## config.mk

```make
export PLATFORM = sky130hd
export DESIGN_NAME = gpr_commit_scheduler
export DESIGN_NICKNAME = d
export VERILOG_FILES = /design/src/rtl/gpr_commit_scheduler_pkg.sv /design/src/rtl/gpr_commit_fifo.sv /design/src/rtl/gpr_commit_scheduler.sv
export SDC_FILE = /design/constraint.sdc
export NUM_CORES = 1
export LEC_CHECK = 0
export CORE_MARGIN = 1.5
export CORE_UTILIZATION = 46
export DETAILED_ROUTE_END_ITERATION = 8
export GPL_TIMING_DRIVEN = 0
export PLACE_DENSITY = 0.76
export SKIP_LAST_GASP = 1
export SLEW_MARGIN = 20
export SYNTH_ARGS = -nofsm -noshare
export SYNTH_HDL_FRONTEND = slang
export SYNTH_SLANG_ARGS = --single-unit
```

## constraint.sdc

```tcl
create_clock -name clk -period 3 [get_ports clk]
set_input_delay 0.75 -clock clk [delete_from_list [all_inputs] [get_ports clk]]
set_output_delay 0.75 -clock clk [all_outputs]
set_load 0.01 [all_outputs]
```

## src/rtl/gpr_commit_scheduler_pkg.sv

```systemverilog
// Shared definitions for the GPR commit scheduler: default register-file
// address/word widths and the queued commit entry layout.
package gpr_commit_scheduler_pkg;

  localparam int GPR_ADDR_W = 5;
  localparam int GPR_DATA_W = 32;

  typedef struct packed {
    logic [GPR_ADDR_W-1:0] addr;
    logic [GPR_DATA_W-1:0] data;
  } commit_entry_t;

endpackage

```

## src/rtl/gpr_commit_fifo.sv

```systemverilog
// Dual-push, single-pop circular buffer holding pending GPR writes.
// Up to two entries are written per cycle (slot 0 older than slot 1), one is
// popped per cycle. Storage is exported so the top can search it for bypass.
module gpr_commit_fifo #(
  parameter int DEPTH  = 4,
  parameter int ADDR_W = 5,
  parameter int DATA_W = 32,
  parameter int PTR_W  = $clog2(DEPTH),
  parameter int CNT_W  = $clog2(DEPTH) + 1
) (
  input  logic                         clk,
  input  logic                         rst_n,
  input  logic [1:0]                   push_n,
  input  logic [ADDR_W-1:0]            push0_addr,
  input  logic [DATA_W-1:0]            push0_data,
  input  logic [ADDR_W-1:0]            push1_addr,
  input  logic [DATA_W-1:0]            push1_data,
  input  logic                         pop,
  output logic [CNT_W-1:0]             count,
  output logic [PTR_W-1:0]             rd_ptr,
  output logic [DEPTH-1:0][ADDR_W-1:0] mem_addr,
  output logic [DEPTH-1:0][DATA_W-1:0] mem_data
);

  logic [PTR_W-1:0] wr_ptr;
  logic [PTR_W-1:0] wr_ptr_next1;

  assign wr_ptr_next1 = wr_ptr + PTR_W'(1);

  // Pointer and occupancy bookkeeping; pointers wrap naturally at DEPTH.
  always_ff @(posedge clk or negedge rst_n) begin
    if (!rst_n) begin
      wr_ptr <= '0;
      rd_ptr <= '0;
      count  <= '0;
    end else begin
      wr_ptr <= wr_ptr + PTR_W'(push_n);
      rd_ptr <= rd_ptr + PTR_W'(pop);
      count  <= count + CNT_W'(push_n) - CNT_W'(pop);
    end
  end

  // Entry storage; contents are only meaningful while counted as occupied.
  always_ff @(posedge clk) begin
    if (push_n != 2'd0) begin
      mem_addr[wr_ptr] <= push0_addr;
      mem_data[wr_ptr] <= push0_data;
    end
    if (push_n == 2'd2) begin
      mem_addr[wr_ptr_next1] <= push1_addr;
      mem_data[wr_ptr_next1] <= push1_data;
    end
  end

endmodule

```

## src/rtl/gpr_commit_scheduler.sv

```systemverilog
// Sequences dual-lane ROB retire results onto the single GPR write port.
// Optional feature macro: GPR_COMMIT_BYPASS_EN enables youngest-match
// forwarding of pending entries on rd_hit*/rd_data*; otherwise those are 0.
module gpr_commit_scheduler
  import gpr_commit_scheduler_pkg::*;
#(
  parameter int DEPTH  = 4,
  parameter int ADDR_W = GPR_ADDR_W,
  parameter int DATA_W = GPR_DATA_W
) (
  input  logic                       clk,
  input  logic                       rst_n,
  input  logic                       cmt0_valid,
  input  logic [ADDR_W-1:0]          cmt0_addr,
  input  logic [DATA_W-1:0]          cmt0_data,
  input  logic                       cmt1_valid,
  input  logic [ADDR_W-1:0]          cmt1_addr,
  input  logic [DATA_W-1:0]          cmt1_data,
  output logic                       cmt_ready,
  output logic                       gpr_we,
  output logic [ADDR_W-1:0]          gpr_waddr,
  output logic [DATA_W-1:0]          gpr_wdata,
  input  logic [ADDR_W-1:0]          rd_addr0,
  input  logic [ADDR_W-1:0]          rd_addr1,
  output logic                       rd_hit0,
  output logic                       rd_hit1,
  output logic [DATA_W-1:0]          rd_data0,
  output logic [DATA_W-1:0]          rd_data1,
  output logic [$clog2(DEPTH):0]     pending_cnt,
  output logic                       idle
);

  localparam int PTR_W = $clog2(DEPTH);
  localparam int CNT_W = $clog2(DEPTH) + 1;

  logic [CNT_W-1:0]             count;
  logic [PTR_W-1:0]             rd_ptr;
  logic [DEPTH-1:0][ADDR_W-1:0] mem_addr;
  logic [DEPTH-1:0][DATA_W-1:0] mem_data;
  logic                         keep0;
  logic                         keep1;
  logic [1:0]                   push_n;
  logic [ADDR_W-1:0]            push0_addr;
  logic [DATA_W-1:0]            push0_data;

  // Ready only from the registered count so a same-cycle pop never helps.
  assign cmt_ready   = (CNT_W'(DEPTH) - count) >= CNT_W'(2);
  assign idle        = (count == '0);
  assign pending_cnt = count;

  // Writes to x0 are accepted by the handshake but dropped here.
  assign keep0  = cmt_ready && cmt0_valid && (cmt0_addr != '0);
  assign keep1  = cmt_ready && cmt1_valid && (cmt1_addr != '0);
  assign push_n = {1'b0, keep0} + {1'b0, keep1};

  // Compact lanes so a lone lane 1 lands in the first free slot.
  assign push0_addr = keep0 ? cmt0_addr : cmt1_addr;
  assign push0_data = keep0 ? cmt0_data : cmt1_data;

  // Head drains every cycle the queue is non-empty; outputs are zero when idle.
  assign gpr_we    = !idle;
  assign gpr_waddr = gpr_we ? mem_addr[rd_ptr] : '0;
  assign gpr_wdata = gpr_we ? mem_data[rd_ptr] : '0;

  gpr_commit_fifo #(
    .DEPTH  (DEPTH),
    .ADDR_W (ADDR_W),
    .DATA_W (DATA_W),
    .PTR_W  (PTR_W),
    .CNT_W  (CNT_W)
  ) u_fifo (
    .clk        (clk),
    .rst_n      (rst_n),
    .push_n     (push_n),
    .push0_addr (push0_addr),
    .push0_data (push0_data),
    .push1_addr (cmt1_addr),
    .push1_data (cmt1_data),
    .pop        (gpr_we),
    .count      (count),
    .rd_ptr     (rd_ptr),
    .mem_addr   (mem_addr),
    .mem_data   (mem_data)
  );

`ifdef GPR_COMMIT_BYPASS_EN
  logic [PTR_W-1:0] idx;

  // Walk oldest to youngest so the last (youngest) match wins.
  always_comb begin
    rd_hit0  = 1'b0;
    rd_hit1  = 1'b0;
    rd_data0 = '0;
    rd_data1 = '0;
    idx      = '0;
    for (int k = 0; k < DEPTH; k++) begin
      idx = rd_ptr + PTR_W'(k);
      if (CNT_W'(k) < count) begin
        if ((rd_addr0 != '0) && (mem_addr[idx] == rd_addr0)) begin
          rd_hit0  = 1'b1;
          rd_data0 = mem_data[idx];
        end
        if ((rd_addr1 != '0) && (mem_addr[idx] == rd_addr1)) begin
          rd_hit1  = 1'b1;
          rd_data1 = mem_data[idx];
        end
      end
    end
  end
`else
  logic unused_bypass;

  assign unused_bypass = ^{rd_addr0, rd_addr1};
  assign rd_hit0  = 1'b0;
  assign rd_hit1  = 1'b0;
  assign rd_data0 = '0;
  assign rd_data1 = '0;
`endif

endmodule

```

==> summary.txt <==
Status
  – Run status: complete, no violations

Setup path
  – CP Launch Point: u_fifo.count[0]
  – Worst r2r dst: u_fifo.mem_data[91]
  – Critical Path End Type: flop
  – Crit path DAT: 3.24 ns
  – Startpoint Class: flop
  – Register-to-Register Setup Slack: 0.09 ns
  – WS Path Type: flop to flop
  – Highest fanout seen on the critical path: 10
  – Source of the worst register-to-register timing path: u_fifo.count[0]
  – Logic depth of the worst register-to-register path: 12
  – End point of the critical path: u_fifo.mem_data[91]
  – CP Data Required Time: 3.33 ns

Timing
  – Fmax: 0.3431 GHz
  – Number of failing hold endpoints at the final stage: 0
  – RSZ-0062 raised after global routing: true
  – Fin crit period: 2.915 ns
  – Worst Max-Slew Pin Slew: 0.7144 ns
  – Setup slack of the critical path after layout: 0.08520 ns
  – Worst clock skew on the final layout: 0.005516 ns
  – Final period utilization: 0.9716
  – Max Slew Vio Count: 0
  – Final setup violation count: 0
  – Worst-case headroom to the max-slew limit: 0.5237

Synthesis
  – Total of warnings raised by yosys: 0
  – Count of state elements after synthesis: 155
  – Cells after synthesis: 720
  – Share of flip-flops with an asynchronous set or reset after synthesis: 0.04516
  – Share of synthesized area occupied by flip-flops and latches: 0.3791
  – Predominant post-synthesis flop cell: sky130_fd_sc_hd__dfxtp_1
  – Average size of a mapped cell: 11.50 um2
  – Synthesized area: 8278 um2
  – Number of flops mapped to enable cells by yosys: 0
  – Count of distinct cell types in the synthesized netlist: 48

Floorplanning
  – Core footprint: 17420 um2
  – Die Height: 137.1 um
  – Effective utilization at floorplan: 0.4753
  – Die Footprint: 18810 um2
  – Die outline width: 137.1 um
  – I/O pins: 197
  – Core Rows: 48

Pwr
  – P_sw: 0.005358 W
  – Maximum resistive drop on vdd: 1049 uV
  – Pwr Density: 1342 nW/um2
  – Internal power: 0.009804 W
  – Switching part of the total: 0.3534
  – Gate power share: 0.609
  – Leakage power summed over all cells: 4.727 nW
  – Power share of the clock group: 0.141
  – Sequential share of power: 0.250

Clock network
  – CTS Buf Count: 17
  – CTS tree: built
  – Maximum clock insertion buffer count: 2
  – CTS H-tree lvls: 4
  – Clk Tree Root Cell: sky130_fd_sc_hd__clkbuf_16
  – Clock insertion delay at the later pin of the skew report: 0.44 ns
  – Number of hold buffers added after CTS: 0
  – Clock input transition at the sequential cells of the worst setup and hold paths: 0.06 ns
  – # clock sinks: 155

Run
  – Number of violations of the max-capacitance limit: 0

Route
  – Number of DRC markers in iteration 0: 732
  – Routed len/inst: 20.14 um
  – Number of remaining DRC errors: 0
  – Post-detailed-routing wire length: 24.31 mm
  – Vias: 6865
  – Per-cell via count in the routed design: 5.688
  – Number of detailed-route iterations in the first pass: 8
  – Detail Route Antenna Nets: 0

Placement
  – Count of input and output buffers: 120
  – Dpl cells: 1130
  – Post-DP HPWL: 14.89 mm
  – DP Worst Slack: -1.096 ns
  – Routability-driven placement congestion ratio: 0.8445

Cells and area
  – Filler cell count in the final layout: 1357
  – Fraction of final layout cells with drive strength greater than 1: 0.3411
  – Syn-to-layout area delta: 36.53%
  – Most common library cell in the layout ignoring fill and taps: sky130_fd_sc_hd__dfxtp_1
  – NumNets Final: 1069
  – Commonest cells after routing, fill and taps aside: sky130_fd_sc_hd__dfxtp_1 (148), sky130_fd_sc_hd__buf_4 (106), sky130_fd_sc_hd__nand2b_1 (73), sky130_fd_sc_hd__clkdlybuf4s50_1 (73), sky130_fd_sc_hd__o221a_2 (68)
  – Diodes inserted: 0
  – Finished Layout Cells: 1207

GRT
  – Total gr overflow: 0
  – Global-route wire length before repair: 37.11 mm
  – Initial antenna violation count: 0
  – Met3 Resource Use GR: 0.06815
  – GRT Max-Usage Layer: met2
  – Maximum number of pins on one net before global-route repair: 17
  – Number of global-route vias before repair: 6572
  – GR Util met2: 0.4174
  – Met1 routing resource usage after global routing: 0.3509
  – Gr usage total: 0.2608

Hold path
  – Hold Path Class: flop to flop
power by group through the flow:
stage / Clock, W / Sequential [W] / Combinational [W]
after floorplan: 0 / 0.00360 / 0.00590
after global placement: 0 / 0.00375 / 0.00827
after detailed placement: 0 / 0.00376 / 0.00843
after CTS: 0.00214 / 0.00376 / 0.00910
after global routing: 0.00224 / 0.00391 / 0.00990
final: 0.00214 / 0.00379 / 0.00923
metrics by stage:
stage	setup TNS [ns]	util	hold WS (ns)	instance area, um2	total power [W]
floorplan	0	-	0.4544	8534	0.009499
global placement	-135.12	0.5751	0.4701	10020	0.01202
detailed placement	-141.59	0.5751	0.4903	10020	0.01219
CTS	-1.410	0.6460	0.5264	11250	0.01500
global route	-0.1118	0.6489	0.5584	11300	0.01605
finish	0	0.6489	0.5286	11300	0.01516
critical path, stage by stage (launching register included):
cell,delay (ns)
sky130_fd_sc_hd__dfrtp_1,0.40
sky130_fd_sc_hd__inv_2,0.09
sky130_fd_sc_hd__ha_4,0.13
sky130_fd_sc_hd__ha_4,0.18
sky130_fd_sc_hd__or3b_4,0.25
sky130_fd_sc_hd__o211ai_1,0.13
sky130_fd_sc_hd__buf_4,0.18
sky130_fd_sc_hd__ha_4,0.16
sky130_fd_sc_hd__or2_4,0.26
sky130_fd_sc_hd__mux2_4,0.33
sky130_fd_sc_hd__o21bai_4,0.25
sky130_fd_sc_hd__buf_6,0.18
sky130_fd_sc_hd__o221a_2,0.27
layer usage:
metal  up-vias  wire (um)  share of wire
li1       3148          -              -
met1      3355      10530           0.43
met2       337      11480           0.47
met3        25       2035          0.084
met4         0        262          0.011
met5         -          0              0
registers in the layout (all words and copies together) (netlist names):
| register | flops |
|---|---|
| u_fifo.mem_data | 128 |
| u_fifo.count | 3 |
| u_fifo.mem_addr | 20 |
| u_fifo.wr_ptr | 2 |
| u_fifo.rd_ptr | 2 |
layout make-up:
cell class	count	area [um2]	area share
multi-input combinational	496	4536	0.4013
tap	225	281.5	0.02491
timing repair buffer	166	1562	0.1382
sequential	155	3139	0.2778
clock buffer	20	456.7	0.04041
clock inverter	12	122.6	0.01085
inverter	12	45.04	0.003985
buffer	121	1160	0.1026
Yosys cell counts, types with 2 or more instances:
cell type / number / area [um2]
sky130_fd_sc_hd__a31oi_1: 5 / 31.28
sky130_fd_sc_hd__buf_6: 19 / 214.0
sky130_fd_sc_hd__or4_1: 2 / 15.01
sky130_fd_sc_hd__dfrtp_1: 7 / 175.2
sky130_fd_sc_hd__o21a_1: 36 / 270.3
sky130_fd_sc_hd__nand2b_1: 75 / 469.2
sky130_fd_sc_hd__o22ai_1: 4 / 25.02
sky130_fd_sc_hd__or2_1: 2 / 12.51
sky130_fd_sc_hd__mux2i_1: 2 / 20.02
sky130_fd_sc_hd__nand2_1: 3 / 11.26
sky130_fd_sc_hd__dfxtp_1: 148 / 2963
sky130_fd_sc_hd__mux4_2: 37 / 833.3
sky130_fd_sc_hd__buf_4: 69 / 518.0
sky130_fd_sc_hd__xor2_1: 2 / 17.52
sky130_fd_sc_hd__o221a_2: 68 / 765.7
sky130_fd_sc_hd__clkbuf_1: 22 / 82.58
sky130_fd_sc_hd__o221a_1: 40 / 450.4
sky130_fd_sc_hd__nor3_1: 2 / 10.01
sky130_fd_sc_hd__o21bai_4: 2 / 37.54
sky130_fd_sc_hd__buf_1: 2 / 7.510
sky130_fd_sc_hd__or3_1: 36 / 225.2
sky130_fd_sc_hd__inv_1: 11 / 41.29
sky130_fd_sc_hd__o21ai_0: 2 / 10.01
sky130_fd_sc_hd__ha_1: 11 / 137.6
sky130_fd_sc_hd__a21oi_1: 3 / 15.01
sky130_fd_sc_hd__and2_1: 37 / 231.5
sky130_fd_sc_hd__buf_2: 6 / 30.03
sky130_fd_sc_hd__xnor2_1: 3 / 26.28
sky130_fd_sc_hd__nor2_1: 5 / 18.77
sky130_fd_sc_hd__buf_12: 6 / 120.1
sky130_fd_sc_hd__o22a_1: 35 / 306.5
sky130_fd_sc_hd__o21ai_2: 2 / 17.52
worst min-delay path by stage:
stage / startpoint / endpoint / slack (ns) / depth (start not counted)
6_report: u_fifo.mem_addr[8] / u_fifo.mem_addr[8] / 0.53 / 2
4_1_cts: u_fifo.mem_addr[8] / u_fifo.mem_addr[8] / 0.53 / 2
2_1_floorplan: rst_n / u_fifo.count[0] / 0.45 / 0
3_5_place_dp: u_fifo.rd_ptr[0] / u_fifo.rd_ptr[0] / 0.49 / 1
3_3_place_gp: u_fifo.rd_ptr[0] / u_fifo.rd_ptr[0] / 0.47 / 1
5_1_grt: u_fifo.mem_addr[18] / u_fifo.mem_addr[18] / 0.56 / 2
cells by family (layout without fill, tap and decap cells):
group | after synthesis | count (layout) | synth area share
simple gates | 166 | 166 | 0.1241
flops | 155 | 155 | 0.3791
buf+inv | 136 | 331 | 0.1229
xor+xnor | 5 | 5 | 0.005291
other cells | 1 | 66 | 0.0004530
mux | 40 | 40 | 0.1044
fa+ha+maj | 12 | 12 | 0.01904
compound gates | 205 | 207 | 0.2447
what timing repair did:
item	in CTS	in global routing
gates resized for setup	142	20
setup endpoints to repair	184	152
pin swaps	8	4
setup buffers	37	3
endpoints found under the hold margin	0	0
cloned	9	1
(Power assumes the default switching activity.)
